File: config.mk
export PLATFORM = sky130hd
export DESIGN_NAME = freq_meter_reader_flat
export DESIGN_NICKNAME = d
export VERILOG_FILES = /design/src/rtl/freq_meter_reader_if.sv /design/src/rtl/freq_meter_reader.sv /design/src/flat_wrapper.sv
export SDC_FILE = /design/constraint.sdc
export NUM_CORES = 1
export LEC_CHECK = 0
export CORE_ASPECT_RATIO = 1.2
export CORE_MARGIN = 1.5
export CORE_UTILIZATION = 55
export CTS_BUF_LIST = sky130_fd_sc_hd__clkbuf_8
export CTS_CLUSTER_DIAMETER = 120
export DETAILED_ROUTE_END_ITERATION = 8
export PLACE_DENSITY = 0.79
export SYNTH_ARGS = -nofsm -noshare
export SYNTH_HDL_FRONTEND = slang
export SYNTH_SLANG_ARGS = --single-unit
File: constraint.sdc
create_clock -name clk -period 4.6 [get_ports clk]
set_input_delay 0.69 -clock clk [delete_from_list [all_inputs] [get_ports clk]]
set_output_delay 0.69 -clock clk [all_outputs]
set_load 0.01 [all_outputs]
File: src/rtl/freq_meter_reader_if.sv
// Pin bundle for the gated frequency meter.
// Master drives the measured signal and static controls.
interface freq_meter_reader_if;
  logic       sig_in;
  logic [1:0] gate_sel;
  logic       byte_sel;
  logic       hold;
  logic [7:0] io_out;

  modport master (
    output sig_in,
    output gate_sel,
    output byte_sel,
    output hold,
    input  io_out
  );

  modport slave (
    input  sig_in,
    input  gate_sel,
    input  byte_sel,
    input  hold,
    output io_out
  );
endinterface

File: src/rtl/freq_meter_reader.sv
// Gated frequency meter: counts sig_in rising edges
// over a fixed window of clk cycles, shows result bytewise.
module freq_meter_reader (
  input  logic                clk,
  input  logic                rst,
  freq_meter_reader_if.slave  bus
);

  logic [2:0]  sync_q;
  logic [1:0]  gs_q;
  logic [11:0] cnt_q;
  logic [11:0] res_q;
  logic [13:0] tmr_q;
  logic        ovf_q;
  logic        valid_q;

  logic        rise;
  logic        restart;
  logic        term;
  logic [13:0] tmr_last;
  logic [11:0] cnt_next;

  // sync_q[1] is the synced level, sync_q[2] its previous value
  always_comb begin
    rise    = sync_q[1] & ~sync_q[2];
    restart = bus.gate_sel != gs_q;
    unique case (gs_q)
      2'd0:    tmr_last = 14'd255;
      2'd1:    tmr_last = 14'd1023;
      2'd2:    tmr_last = 14'd4095;
      default: tmr_last = 14'd16383;
    endcase
    term     = tmr_q == tmr_last;
    cnt_next = (&cnt_q) ? cnt_q
             : cnt_q + {11'd0, rise};
  end

  always_ff @(posedge clk or posedge rst) begin
    if (rst) begin
      sync_q <= 3'b000;
    end else begin
      sync_q <= {sync_q[1:0], bus.sig_in};
    end
  end

  always_ff @(posedge clk or posedge rst) begin
    if (rst) begin
      gs_q  <= 2'd0;
      cnt_q <= 12'd0;
      tmr_q <= 14'd0;
    end else if (restart) begin
      gs_q  <= bus.gate_sel;
      cnt_q <= 12'd0;
      tmr_q <= 14'd0;
    end else if (term) begin
      cnt_q <= 12'd0;
      tmr_q <= 14'd0;
    end else begin
      cnt_q <= cnt_next;
      tmr_q <= tmr_q + 14'd1;
    end
  end

  // a window restart suppresses the terminal update
  always_ff @(posedge clk or posedge rst) begin
    if (rst) begin
      res_q   <= 12'd0;
      ovf_q   <= 1'b0;
      valid_q <= 1'b0;
    end else if (term && !restart && !bus.hold) begin
      res_q   <= cnt_next;
      ovf_q   <= &cnt_next;
      valid_q <= 1'b1;
    end
  end

  assign bus.io_out = bus.byte_sel
                    ? {valid_q, ovf_q, 2'b00, res_q[11:8]}
                    : res_q[7:0];

endmodule

File: src/flat_wrapper.sv
// flat-port wrapper written by rule: the top's interface ports become plain ports
module freq_meter_reader_flat 
  (clk, rst, bus_sig_in, bus_gate_sel, bus_byte_sel, bus_hold, bus_io_out);
  freq_meter_reader_if bus_i ();
  input  logic clk;
  input  logic rst;
  input wire logic [$bits(bus_i.sig_in)-1:0] bus_sig_in;
  input wire logic [$bits(bus_i.gate_sel)-1:0] bus_gate_sel;
  input wire logic [$bits(bus_i.byte_sel)-1:0] bus_byte_sel;
  input wire logic [$bits(bus_i.hold)-1:0] bus_hold;
  output wire logic [$bits(bus_i.io_out)-1:0] bus_io_out;
  assign bus_i.sig_in = bus_sig_in;
  assign bus_i.gate_sel = bus_gate_sel;
  assign bus_i.byte_sel = bus_byte_sel;
  assign bus_i.hold = bus_hold;
  assign bus_io_out = bus_i.io_out;
  freq_meter_reader u_core (.clk(clk), .rst(rst), .bus(bus_i));
endmodule
==> out/summary.md <==
Setup repair after global routing left no endpoint under its margin. The global routing usage summed across all routing layers is 22.6%, and the minimum clock period is 2.90 ns. The placement row count was 25; the number of DRC violations after detailed routing was 0. The worst setup path is captured at an output pin. Max-cap violations in this run came to 0. Number of design-rule violations left by the first detailed-router iteration: 73.

For this block, the routed nets add up to 4.29 mm of wire. The first global-routing pass estimated 7.45 mm of wire. Entering global routing, the biggest net connects 46 pins.

The end-of-flow core utilization was 63.9%; the count of different cell masters after synthesis was 44. The largest fanout of any net on the critical path is 8. The run finished with clean final reports. The count of pins on the block boundary is 15. The class of the tightest hold or removal check is reg2reg. After synthesis, flip-flops and latches occupy 49.6% of the total area.

The first-pass detailed-route iteration total came out at 4. The clock root buffer was sky130_fd_sc_hd__clkbuf_8. Clock tree synthesis inserted a total of 5 buffers. Synthesis produced a netlist whose cell count is 230. The wire-length estimate of the detail-placed layout is 3.07 mm. The number of buffers inserted by port buffering came out at 14.

The critical path's top delay family was buffers and inverters. The logs give 0 for the count of endpoints failing hold in the final timing report and 0 for the number of setup buffers added after CTS. Traced cell by cell, the critical path runs through clkdlybuf4s50_1 > mux2_2 > clkdlybuf4s50_1.

The switching part of the total power is 23.2%, and the initial cell density of the core is 57.6%. Area growth from synthesis to final layout: 11.0%. The share of the cycle needed by the critical path after routing is 63.1%, and the setup-violating endpoint count in the final report is 0.

The number of nets still failing antenna checks after routing was 0; the post-cts repair resize count was 0. The die covers 4520 um2. Detailed routing placed a total of 111 um of wire on met3. The mean post-synth cell area came out at 9.86 um2. The analysis attributes to cell leakage a power of 1.07 nW. Clock-pin slew was measured on the worst setup and hold paths at 0.08 ns.

The tools report the worst IR drop on VDD as 0.175 mV. Initial antenna violation count: 0. The cell occurring most often along the worst timing path was sky130_fd_sc_hd__clkdlybuf4s50_1.

The top cell type by area accounts for 49.6% of the synthesized area. The most used flip-flop cell after synthesis is sky130_fd_sc_hd__dfrtp_1. The antenna diode instance count came out at 0. The net count after synthesis was 241.

The placer congestion estimate was 0.893; the cell area after technology mapping was 2270 um2. After synthesis, the share of flip-flops with an asynchronous set or reset is 100%. The startpoint identified for the worst register-to-register timing path is u_core.tmr_q[0].

At the pin with the least slew margin, the transition time is 1.00 ns. In this run the number of cells on the critical path is 3. The routed wire length on met2 came out at 2.32 mm. The uppermost signal routing layer after detailed routing is met4.

The largest buffer count on any clock path was 2. STA puts the critical path data arrival time at 2.21 ns. The setup path with the least slack is of type in2out.

The run gives 45 as the clock sink count. In the post-synthesis netlist, the biggest area contributors are sky130_fd_sc_hd__dfrtp_1, sky130_fd_sc_hd__nor2_1, sky130_fd_sc_hd__nand2_1. The share of total power dissipated in the clock network is 37.0%. The tools report the count of pins over their slew limit as 0. The core region is 3940 um2. The net count reported at finish is 252, and the mean number of vias per cell is 5.57. In this design, the stage delay of the slowest critical-path cell is 0.66 ns.

The aggregate negative setup slack was 0 ns. The clock arrives with 0.00631 ns of skew. The overall via count from detail_route is 1650. The proportion of layout cells with a drive suffix above 1 came out at 10.7%. Launching element of the worst setup path: bus_byte_sel. The worst endpoint required time is 3.91 ns, and the CTS H-tree depth is 2. TritonCTS built the clock tree.

The Yosys step of the flow raised 0 warnings. The critical-path cell with the highest stage delay was sky130_fd_sc_hd__clkdlybuf4s50_1. The leading cell type by number of instances after synthesis was sky130_fd_sc_hd__dfrtp_1. Measured against its own limit, the worst slew margin works out to 33.1%.

The die span in y works out to 73.4 um. For this run the aggregate overflow at the end of global routing stands at 0. For the sum of routed wire segments on met1, the log shows 1.73 mm. The total net switching power was 0.161 mW. In this run the most critical hold path is launched from u_core.sync_q[0].

The routed length per placed instance works out to 14.5 um. Yosys mapped a number of flops with a built-in enable equal to 0. From left edge to right edge, the die measures 61.6 um. In this run the power density over the cells is 275 nW/um2. The critical path contains buffers and inverters numbering 2 combined. STA classifies the critical path startpoint as an input pin. The clock reaches the later pin of the worst-skew pair after 0.30 ns. The capture instance of the worst register-to-register path is u_core.tmr_q[13].

Synthesis inferred 45 register bits. The worst register-to-register path has a setup slack of 2.24 ns. The termination of the worst setup path was bus_io_out[1]. The depth of the most critical reg-to-reg path is 6, and the via count of the first global-routing pass is 1654.

The run gives 4.8% as the combinational fraction of design power. The share of total power dissipated in sequential elements is 58.2%. The internal portion of the total power is 0.532 mW.

Sorting the synthesized cells by how often they occur yields sky130_fd_sc_hd__dfrtp_1, sky130_fd_sc_hd__nor2_1, sky130_fd_sc_hd__nand2_1, sky130_fd_sc_hd__nand3_1. The dominant cell type by area after synthesis is sky130_fd_sc_hd__dfrtp_1. The highest attainable clock frequency was 344 MHz; the number of buffers inserted for hold repair after clock tree synthesis was 0.
[routing by layer]
layer | vias up | global-route usage (%)
met5 | - | 0
met3 | 10 | 4.23
met4 | 0 | 11.1
met2 | 24 | 38.8
li1 | 819 | -
met1 | 797 | 26.1
[final cells by class]
| type | instances | area [um2] |
|---|---|---|
| Clock inverter | 2 | 13.8 |
| Multi-Input combinational cell | 172 | 1070 |
| Tap cell | 54 | 67.6 |
| Fill cell | 337 | 1420 |
| Timing Repair Buffer | 15 | 148 |
| Inverter | 2 | 7.51 |
| Clock buffer | 6 | 82.6 |
| Sequential cell | 45 | 1130 |
[cells by family after synthesis]
kind of cell / after synthesis / share of synthesized area, %
flip-flops: 45 / 49.6
multiplexers: 7 / 3.48
XOR/XNOR: 19 / 7.34
AO/OA/AOI/OAI: 33 / 9.87
adder cells (fa/ha/maj): 4 / 2.21
AND/OR/NAND/NOR: 109 / 24.4
buffers and inverters: 13 / 3.09
[per-stage QoR]
stage                     worst slack, ns  total power [mW]  cell area, um2  instances  hold WS, ns
after floorplan                      2.57             0.433            2270        230        0.331
after global placement               1.71             0.445            2420        288        0.331
after detailed placement             1.67             0.446            2420        288        0.347
after CTS                            1.67             0.701            2520        296        0.367
after global routing                 1.64             0.725            2520        296        0.368
final                                1.70             0.693            2520        296        0.361
[registers in the layout, summed over array words and instances, names as in the netlist]
signal          count
u_core.gs_q         2
u_core.res_q       12
u_core.tmr_q       14
u_core.sync_q       3
u_core.valid_q      1
u_core.ovf_q        1
u_core.cnt_q       12
[placed cells by master (no fill, tap or decap), types with 3 or more instances in the layout]
cell	n
sky130_fd_sc_hd__nand4_1	4
sky130_fd_sc_hd__xor2_1	12
sky130_fd_sc_hd__dfrtp_1	45
sky130_fd_sc_hd__nor2_1	33
sky130_fd_sc_hd__mux2_2	7
sky130_fd_sc_hd__nand3_1	13
sky130_fd_sc_hd__nand2_1	30
sky130_fd_sc_hd__nor2b_1	3
sky130_fd_sc_hd__ha_1	4
sky130_fd_sc_hd__and4_1	5
sky130_fd_sc_hd__o21ai_0	4
sky130_fd_sc_hd__and3_1	4
sky130_fd_sc_hd__xnor2_1	7
sky130_fd_sc_hd__clkdlybuf4s50_1	14
sky130_fd_sc_hd__nor3_1	5
sky130_fd_sc_hd__o21ai_1	12
sky130_fd_sc_hd__clkbuf_8	6
[power by group through the flow]
stage | Clock (mW) | Sequential, mW | Combinational (mW)
final | 0.256 | 0.404 | 0.0331
after global routing | 0.282 | 0.404 | 0.0386
after CTS | 0.263 | 0.404 | 0.0343
after detailed placement | 0 | 0.411 | 0.0342
after global placement | 0 | 0.411 | 0.0337
after floorplan | 0 | 0.410 | 0.0226
[worst reg2reg max path, delay by kind of cell (launching register included)]
kind | cells | cell delay, ns
adders and majority gates | 1 | 0.23
DFF | 1 | 0.41
AOI/OAI and AO/OA | 1 | 0.22
and+or+nand+nor | 4 | 1.35
[worst min-delay path by stage]
| stage | end | slack (ns) | cells past startpoint |
|---|---|---|---|
| 6_report | u_core.sync_q[1] | 0.36 | 0 |
| 3_3_place_gp | u_core.sync_q[1] | 0.33 | 0 |
| 4_1_cts | u_core.sync_q[1] | 0.37 | 0 |
| 2_1_floorplan | u_core.sync_q[1] | 0.33 | 0 |
| 3_5_place_dp | u_core.sync_q[1] | 0.35 | 0 |
| 5_1_grt | u_core.sync_q[1] | 0.37 | 0 |
(Power assumes the default switching activity.)
